**config.mk**
```make
export PLATFORM = sky130hd
export DESIGN_NAME = pcileech_tlps128_sink_arbiter
export DESIGN_NICKNAME = d
export VERILOG_FILES = /design/src/rtl/pcileech_tlps128_sink_arbiter.sv
export SDC_FILE = /design/constraint.sdc
export NUM_CORES = 1
export LEC_CHECK = 0
export BUFFER_PORTS_ARGS = -buffer_cell sky130_fd_sc_hd__buf_4
export CAP_MARGIN = 20
export CORE_AREA = 2 2 313 315
export CTS_BUF_LIST = sky130_fd_sc_hd__clkbuf_8
export CTS_CLUSTER_SIZE = 10
export DETAILED_ROUTE_END_ITERATION = 12
export DIE_AREA = 0 0 315 317
export PLACE_DENSITY_LB_ADDON = 0.3
export SYNTH_ARGS = -nofsm -noshare
export SYNTH_HDL_FRONTEND = slang
export SYNTH_SLANG_ARGS = --single-unit
```
**constraint.sdc**
```tcl
create_clock -name clk_pcie -period 12.1 [get_ports clk_pcie]
set_input_delay 2.42 -clock clk_pcie [delete_from_list [all_inputs] [get_ports clk_pcie]]
set_output_delay 2.42 -clock clk_pcie [all_outputs]
set_load 0.01 [all_outputs]
```
**src/rtl/pcileech_tlps128_sink_arbiter.sv**
```systemverilog
`default_nettype none
// ============================================================================
// Module   : pcileech_tlps128_sink_arbiter
// Purpose  : Packet-atomic weighted round-robin arbiter that shares the PCIe
//            core TX AXI-stream (128-bit) between N_SRC TLP sources, with an
//            optional strict-priority source 0, a stall watchdog and per-source
//            packet counters. Lives in the clk_pcie domain.
// Ports    : clk_pcie/rst_n      - clock, async active-low reset
//            cfg_weight          - 4-bit packets-per-round per source (0 = off)
//            cfg_strict0         - source 0 wins every decision it has data for
//            stall_clr           - clears the sticky stall_err flag
//            in_*                - per-source AXI-stream inputs, in_tready out
//            out_*               - stream to the core, out_tready in
//            grant_id            - 0 = idle, 1..N_SRC = granted source + 1
//            stall_err           - sticky watchdog flag
//            pkt_cnt             - wrapping packets forwarded per source
// Revision : 1.0 - initial release
// ============================================================================
module pcileech_tlps128_sink_arbiter #(
    parameter int N_SRC         = 4,
    parameter int CNT_W         = 16,
    parameter int STALL_TIMEOUT = 4096
) (
    input  logic                   clk_pcie,
    input  logic                   rst_n,
    input  logic [4*N_SRC-1:0]     cfg_weight,
    input  logic                   cfg_strict0,
    input  logic                   stall_clr,
    input  logic [128*N_SRC-1:0]   in_tdata,
    input  logic [4*N_SRC-1:0]     in_tkeepdw,
    input  logic [N_SRC-1:0]       in_tlast,
    input  logic [9*N_SRC-1:0]     in_tuser,
    input  logic [N_SRC-1:0]       in_tvalid,
    input  logic [N_SRC-1:0]       in_has_data,
    output logic [N_SRC-1:0]       in_tready,
    output logic [127:0]           out_tdata,
    output logic [3:0]             out_tkeepdw,
    output logic                   out_tlast,
    output logic [8:0]             out_tuser,
    output logic                   out_tvalid,
    output logic                   out_has_data,
    input  logic                   out_tready,
    output logic [2:0]             grant_id,
    output logic                   stall_err,
    output logic [CNT_W*N_SRC-1:0] pkt_cnt
);

    localparam int c_STALL_W = $clog2(STALL_TIMEOUT + 1);
    localparam logic [c_STALL_W-1:0] c_STALL_MAX  = c_STALL_W'(STALL_TIMEOUT);
    localparam logic [c_STALL_W-1:0] c_STALL_LAST = c_STALL_W'(STALL_TIMEOUT - 1);

    logic [2:0]           r_grant_id;
    logic                 r_strict_pkt;   // current packet was granted by strict-0
    logic [3:0]           r_credit [N_SRC];
    logic [2:0]           r_ptr;
    logic [c_STALL_W-1:0] r_stall_cnt;
    logic                 r_stall_err;
    logic [CNT_W-1:0]     r_pkt_cnt [N_SRC];

    logic                 w_beat;
    logic                 w_pkt_end;
    logic                 w_decision;
    logic                 w_stall_set;
    logic [2:0]           w_grant_next;
    logic                 w_strict_next;
    logic [2:0]           w_ptr_upd;
    logic [3:0]           w_credit_dec  [N_SRC];
    logic [3:0]           w_credit_next [N_SRC];
    logic [N_SRC-1:0]     w_elig;
    logic [N_SRC-1:0]     w_want;

    // First set bit of mask at or after ptr (circularly); returns index+1, 0 if none.
    function automatic logic [2:0] rr_pick(input logic [N_SRC-1:0] mask, input logic [2:0] ptr);
        logic [2:0] w_sel;
        int         w_idx;
        w_sel = 3'd0;
        for (int k = N_SRC - 1; k >= 0; k--) begin
            w_idx = int'(ptr) + k;
            if (w_idx >= N_SRC) w_idx = w_idx - N_SRC;
            if (mask[w_idx]) w_sel = 3'(w_idx + 1);
        end
        return w_sel;
    endfunction

    // Output mux straight from the granted source: no data registers.
    always_comb begin
        out_tdata   = '0;
        out_tkeepdw = '0;
        out_tlast   = 1'b0;
        out_tuser   = '0;
        out_tvalid  = 1'b0;
        for (int i = 0; i < N_SRC; i++) begin
            if (r_grant_id == 3'(i + 1)) begin
                out_tdata   = in_tdata[128*i +: 128];
                out_tkeepdw = in_tkeepdw[4*i +: 4];
                out_tlast   = in_tlast[i];
                out_tuser   = in_tuser[9*i +: 9];
                out_tvalid  = in_tvalid[i];
            end
        end
    end

    assign w_beat       = out_tvalid && out_tready;
    assign w_pkt_end    = w_beat && out_tlast;
    assign w_decision   = (r_grant_id == 3'd0) || w_pkt_end;
    assign out_has_data = |in_has_data;

    // Credit consumption at packet end; strict-0 packets leave credit and ptr alone.
    always_comb begin
        w_ptr_upd = r_ptr;
        for (int i = 0; i < N_SRC; i++) w_credit_dec[i] = r_credit[i];
        if (w_pkt_end && !r_strict_pkt) begin
            for (int i = 0; i < N_SRC; i++) begin
                if (r_grant_id == 3'(i + 1)) begin
                    if (r_credit[i] != 4'd0) w_credit_dec[i] = r_credit[i] - 4'd1;
                    if (r_credit[i] <= 4'd1) w_ptr_upd = (i == N_SRC - 1) ? 3'd0 : 3'(i + 1);
                    else                     w_ptr_upd = 3'(i);
                end
            end
        end
    end

    // Selection. A reload refills every credit from cfg_weight; the re-search
    // then only needs has_data && weight!=0, since reloaded credit == weight.
    always_comb begin
        w_grant_next  = r_grant_id;
        w_strict_next = r_strict_pkt;
        for (int i = 0; i < N_SRC; i++) begin
            w_credit_next[i] = w_credit_dec[i];
            w_want[i] = in_has_data[i] && (cfg_weight[4*i +: 4] != 4'd0);
            w_elig[i] = w_want[i] && (w_credit_dec[i] != 4'd0);
        end
        if (w_decision) begin
            w_strict_next = 1'b0;
            if (cfg_strict0 && in_has_data[0]) begin
                w_grant_next  = 3'd1;
                w_strict_next = 1'b1;
            end else if (|w_elig) begin
                w_grant_next = rr_pick(w_elig, w_ptr_upd);
            end else begin
                w_grant_next = rr_pick(w_want, w_ptr_upd);
                if (|w_want) begin
                    for (int i = 0; i < N_SRC; i++) w_credit_next[i] = cfg_weight[4*i +: 4];
                end
            end
        end
    end

    // Ready follows the next grant so a FIFO source read-enabled now presents
    // its beat in the first granted cycle.
    generate
        for (genvar gi = 0; gi < N_SRC; gi++) begin : g_ready
            assign in_tready[gi] = rst_n && out_tready && (w_grant_next == 3'(gi + 1));
        end
    endgenerate

    assign w_stall_set = (r_grant_id != 3'd0) && !w_beat && (r_stall_cnt == c_STALL_LAST);

    always_ff @(posedge clk_pcie or negedge rst_n) begin
        if (!rst_n) begin
            r_grant_id   <= 3'd0;
            r_strict_pkt <= 1'b0;
            r_ptr        <= 3'd0;
            r_stall_cnt  <= '0;
            r_stall_err  <= 1'b0;
            for (int i = 0; i < N_SRC; i++) begin
                r_credit[i]  <= 4'd0;
                r_pkt_cnt[i] <= '0;
            end
        end else begin
            r_grant_id   <= w_grant_next;
            r_strict_pkt <= w_strict_next;
            r_ptr        <= w_ptr_upd;
            for (int i = 0; i < N_SRC; i++) begin
                r_credit[i] <= w_credit_next[i];
                if (w_pkt_end && (r_grant_id == 3'(i + 1))) r_pkt_cnt[i] <= r_pkt_cnt[i] + 1'b1;
            end
            if ((r_grant_id == 3'd0) || w_beat) r_stall_cnt <= '0;
            else if (r_stall_cnt != c_STALL_MAX) r_stall_cnt <= r_stall_cnt + 1'b1;
            if (w_stall_set)    r_stall_err <= 1'b1;
            else if (stall_clr) r_stall_err <= 1'b0;
        end
    end

    assign grant_id  = r_grant_id;
    assign stall_err = r_stall_err;

    generate
        for (genvar gc = 0; gc < N_SRC; gc++) begin : g_cnt_out
            assign pkt_cnt[CNT_W*gc +: CNT_W] = r_pkt_cnt[gc];
        end
    endgenerate

endmodule
`default_nettype wire

```
==> results.py <==
metrics = {
    "placed_design": {
        "portBuffers": 812,
        "dp.cells": 3152,
        "hpwlAfterDp_um": 88640,
        "routabilityCongestion": 1.028,
    },
    "cts": {
        "root_buffer": "clkbuf_8",
        "h-tree-depth": 3,
        "clkTransAtPathRegs_ns": 0.08,
        "cts_tree": "done",
        "post-cts-setup-buffers": 0,
        "cts_sinks": 101,
        "cts_max_path_buffers": 2,
        "ctsResizeCount": 0,
        "worstSkewPairLatency_ns": 0.41,
        "cts_buffers": 9,
        "hold_buffers": 0,
    },
    "global_route": {
        "antenna_found_initial": 87,
        "gr-total-overflow": 0,
        "grt_pass1_vias": 12950,
        "grtUsageTotal_pct": 19.37,
        "grt_start_max_net_pins": 139,
        "grt_pass1_wl_um": 128400,
    },
    "worst_setup_path": {
        "path_max_fanout": 21,
        "cp-end-kind": "primary output",
        "cp_common_cell": "buf_4",
        "slowest_delay_ns": 0.63,
        "crit_chain": "buf_4 > nand4bb_1 > o211a_4 > clkinv_2 > a41oi_1 > a31oi_1 > buf_4 > inv_1 > ha_1 > mux4_2 > nand2_1 > o41ai_1 > o21ai_0 > a21oi_1 > a221oi_2 > inv_2 > nor4b_2 > buf_4",
        "critPathKind": "in2out",
        "cp.arrival_ns": 6.81,
        "start_kind": "primary input",
        "ff2ff_setup_slack_ns": 6.89,
        "required_ns": 9.68,
        "cp_num_buf_inv": 6,
        "critPathSlowestCell": "ha_1",
        "path_delay_family": "compound AO/OA/AOI/OAI gates",
    },
    "sta": {
        "clock_skew_ns": 0.02520,
        "setup-tns-final_ns": 0,
        "maxSlewViolCount": 0,
        "fin_crit_ns": 9.234,
        "relSlewSlack_pct": 15.68,
        "period_share_pct": 76.31,
        "hold_viol": 0,
        "rsz0062_at_grt": "no",
        "hold_ws_ns": 0.4812,
        "worst_pin_slew_ns": 1.265,
        "fmax_ghz": 0.1083,
        "setup_viol": 0,
    },
    "synth": {
        "syn_inst": 1144,
        "synthFlopType": "dfrtp_1",
        "synth-seq-area-share_pct": 25.64,
        "synthTopCellsByArea": "dfrtp_1 26%, mux2i_1 16%, a22oi_1 11%",
        "synthesis.area_um2": 9857,
        "syn_avg_cell_area_um2": 8.616,
        "syn-num-nets": 1763,
        "yosysTopAreaCell": "dfrtp_1",
        "ys_seq_elements": 101,
        "async_reset_ff_share_pct": 100.0,
        "yosysWarnings": 0,
        "synth_edf_count": 0,
        "synthDistinctLibCells": 75,
        "yosys.area.top_type_share_pct": 25.64,
    },
    "pwr": {
        "fin_total_pwr_w": 0.004025,
        "p_switching_w": 0.002280,
        "power_frac_comb_pct": 81.4,
        "leakage_nw": 7.894,
        "vdd_drop_max_mv": 0.1642,
        "pwr-share-clk_pct": 5.7,
        "intPower_w": 0.001746,
        "p_per_area_nw_per_um2": 228.8,
        "switching_share_pct": 56.63,
        "p_seq_share_pct": 12.9,
    },
    "finish": {
        "fillers": 10900,
        "syn_to_final_growth_pct": 78.48,
        "drive_gt1_share_pct": 47.12,
        "nNetsFinal": 2507,
        "finalNonFillerCells": 3193,
    },
    "floorplan": {
        "rows": 114,
        "start_util_pct": 10.24,
        "ios": 813,
        "core_area_um2": 96280,
        "chipWidth_um": 315,
        "die-area_um2": 99860,
        "die_y_um": 317,
    },
    "worst_hold_path": {
        "worstHoldPathType": "reg2reg",
    },
    "routing": {
        "drc": 0,
        "antenna_left": 0,
        "vias": 13510,
        "initialDrtViolationCount": 1039,
        "dr.pass1.iters": 6,
        "routedWlPerCell_um": 31.92,
        "drt-total-wl_um": 101900,
        "viasPerCell": 4.230,
    },
    "flow_run": {
        "drv_cap": 0,
    },
    "outcome": {
        "status": "completed",
    },
}
cell families (layout without fill, tap and decap cells):
group | Yosys count | count (layout) | synth area share (%)
buf+inv | 123 | 872 | 4.963
mux | 170 | 170 | 17.82
simple gates | 264 | 264 | 13.73
flops | 101 | 101 | 25.64
other cells | 0 | 24 | 0
compound gates | 384 | 384 | 27.94
xor+xnor | 80 | 80 | 7.108
fa+ha+maj | 22 | 22 | 2.793
final cells by class:
class	instances	area [um2]	share of cell area [%]
multi-input cells	920	6870	39.05
repair buffers	829	6236	35.45
flip-flops and latches	101	2535	14.41
well taps	1276	1597	9.075
clock buffers	9	123.9	0.7041
inverters	27	103.9	0.5903
clock inverters	7	67.56	0.3840
diodes	24	60.06	0.3414
sequential cells by signal (all words and copies together) (netlist names):
name / flops
r_strict_pkt: 1
r_ptr: 3
r_credit: 16
r_stall_cnt: 13
grant_id: 3
pkt_cnt: 64
stall_err: 1
cell usage in the layout (no fill, tap or decap), drive strengths merged, types with 4 or more instances in the layout:
cell type  Yosys  final
nand2         59     59
a211oi         4      4
nand4bb        4      4
nand4         26     26
nand3         30     30
clkinv         2      5
or4            7      7
o41a           4      4
nor3b          4      4
nor4           7      7
nor3           6      6
a22oi        142    142
dfrtp        101    101
xor2          25     25
o21ai         15     15
buf           12    829
o22ai        142    142
diode          0     24
and3          11     11
mux2          14     14
or2            4      4
and4           6      6
xnor2         55     55
clkbuf        84      9
and2           4      4
o41ai          8      8
inv           25     28
mux2i        154    154
ha            22     22
nor4b          5      5
a21oi         18     18
a31oi         10     10
o311ai         4      4
nor2          82     82
o211ai        10     10
synthesized netlist by cell type, drive strengths merged, types with 4 or more instances:
cell and instances:
a211oi 4, a21oi 18, a22oi 142, a31oi 10
and2 4, and3 11, and4 6, buf 12
clkbuf 84, dfrtp 101, ha 22, inv 25
mux2 14, mux2i 154, nand2 59, nand3 30
nand4 26, nand4bb 4, nor2 82, nor3 6
nor3b 4, nor4 7, nor4b 5, o211ai 10
o21ai 15, o22ai 142, o311ai 4, o41a 4
o41ai 8, or2 4, or4 7, xnor2 55
xor2 25
power groups by stage:
| stage | clock (W) | sequential [W] | combinational, W |
|---|---|---|---|
| final | 0.000231 | 0.000519 | 0.00328 |
| after floorplan | 0 | 0.000461 | 0.00163 |
| after global placement | 0 | 0.000531 | 0.00327 |
| after global routing | 0.000255 | 0.000535 | 0.00344 |
| after CTS | 0.000243 | 0.000525 | 0.00327 |
| after detailed placement | 0 | 0.000532 | 0.00326 |
metrics by stage:
step                      instance area, um2  utilization [%]  setup WS, ns
after floorplan                         9857                -         3.839
after global placement                 17330            18.00         2.894
after detailed placement               17330            18.00         2.931
after CTS                              17530            18.20         2.896
after global routing                   17590            18.27         2.557
final                                  17590            18.27         2.866
worst paths after layout:
check | cells past startpoint | startpoint | end
max | 18 | in_tlast[3] | in_tready[0]
min | 1 | pkt_cnt[63] | pkt_cnt[63]
max reg2reg | 15 | grant_id[0] | grant_id[1]
min reg2reg | 1 | pkt_cnt[63] | pkt_cnt[63]
max in group asynchronous | 2 | rst_n | grant_id[1]
min in group asynchronous | 1 | rst_n | r_strict_pkt
per-layer routing:
layer | GRT usage [%] | share of wire, % | routed length, um
met2 | 32.06 | 48 | 49100
met3 | 8.139 | 10 | 10470
met4 | 7.911 | 4.1 | 4190
met5 | 1.278 | 0.25 | 252
met1 | 21.83 | 37 | 37910
Note: power is estimated with default switching activity, not from simulation.
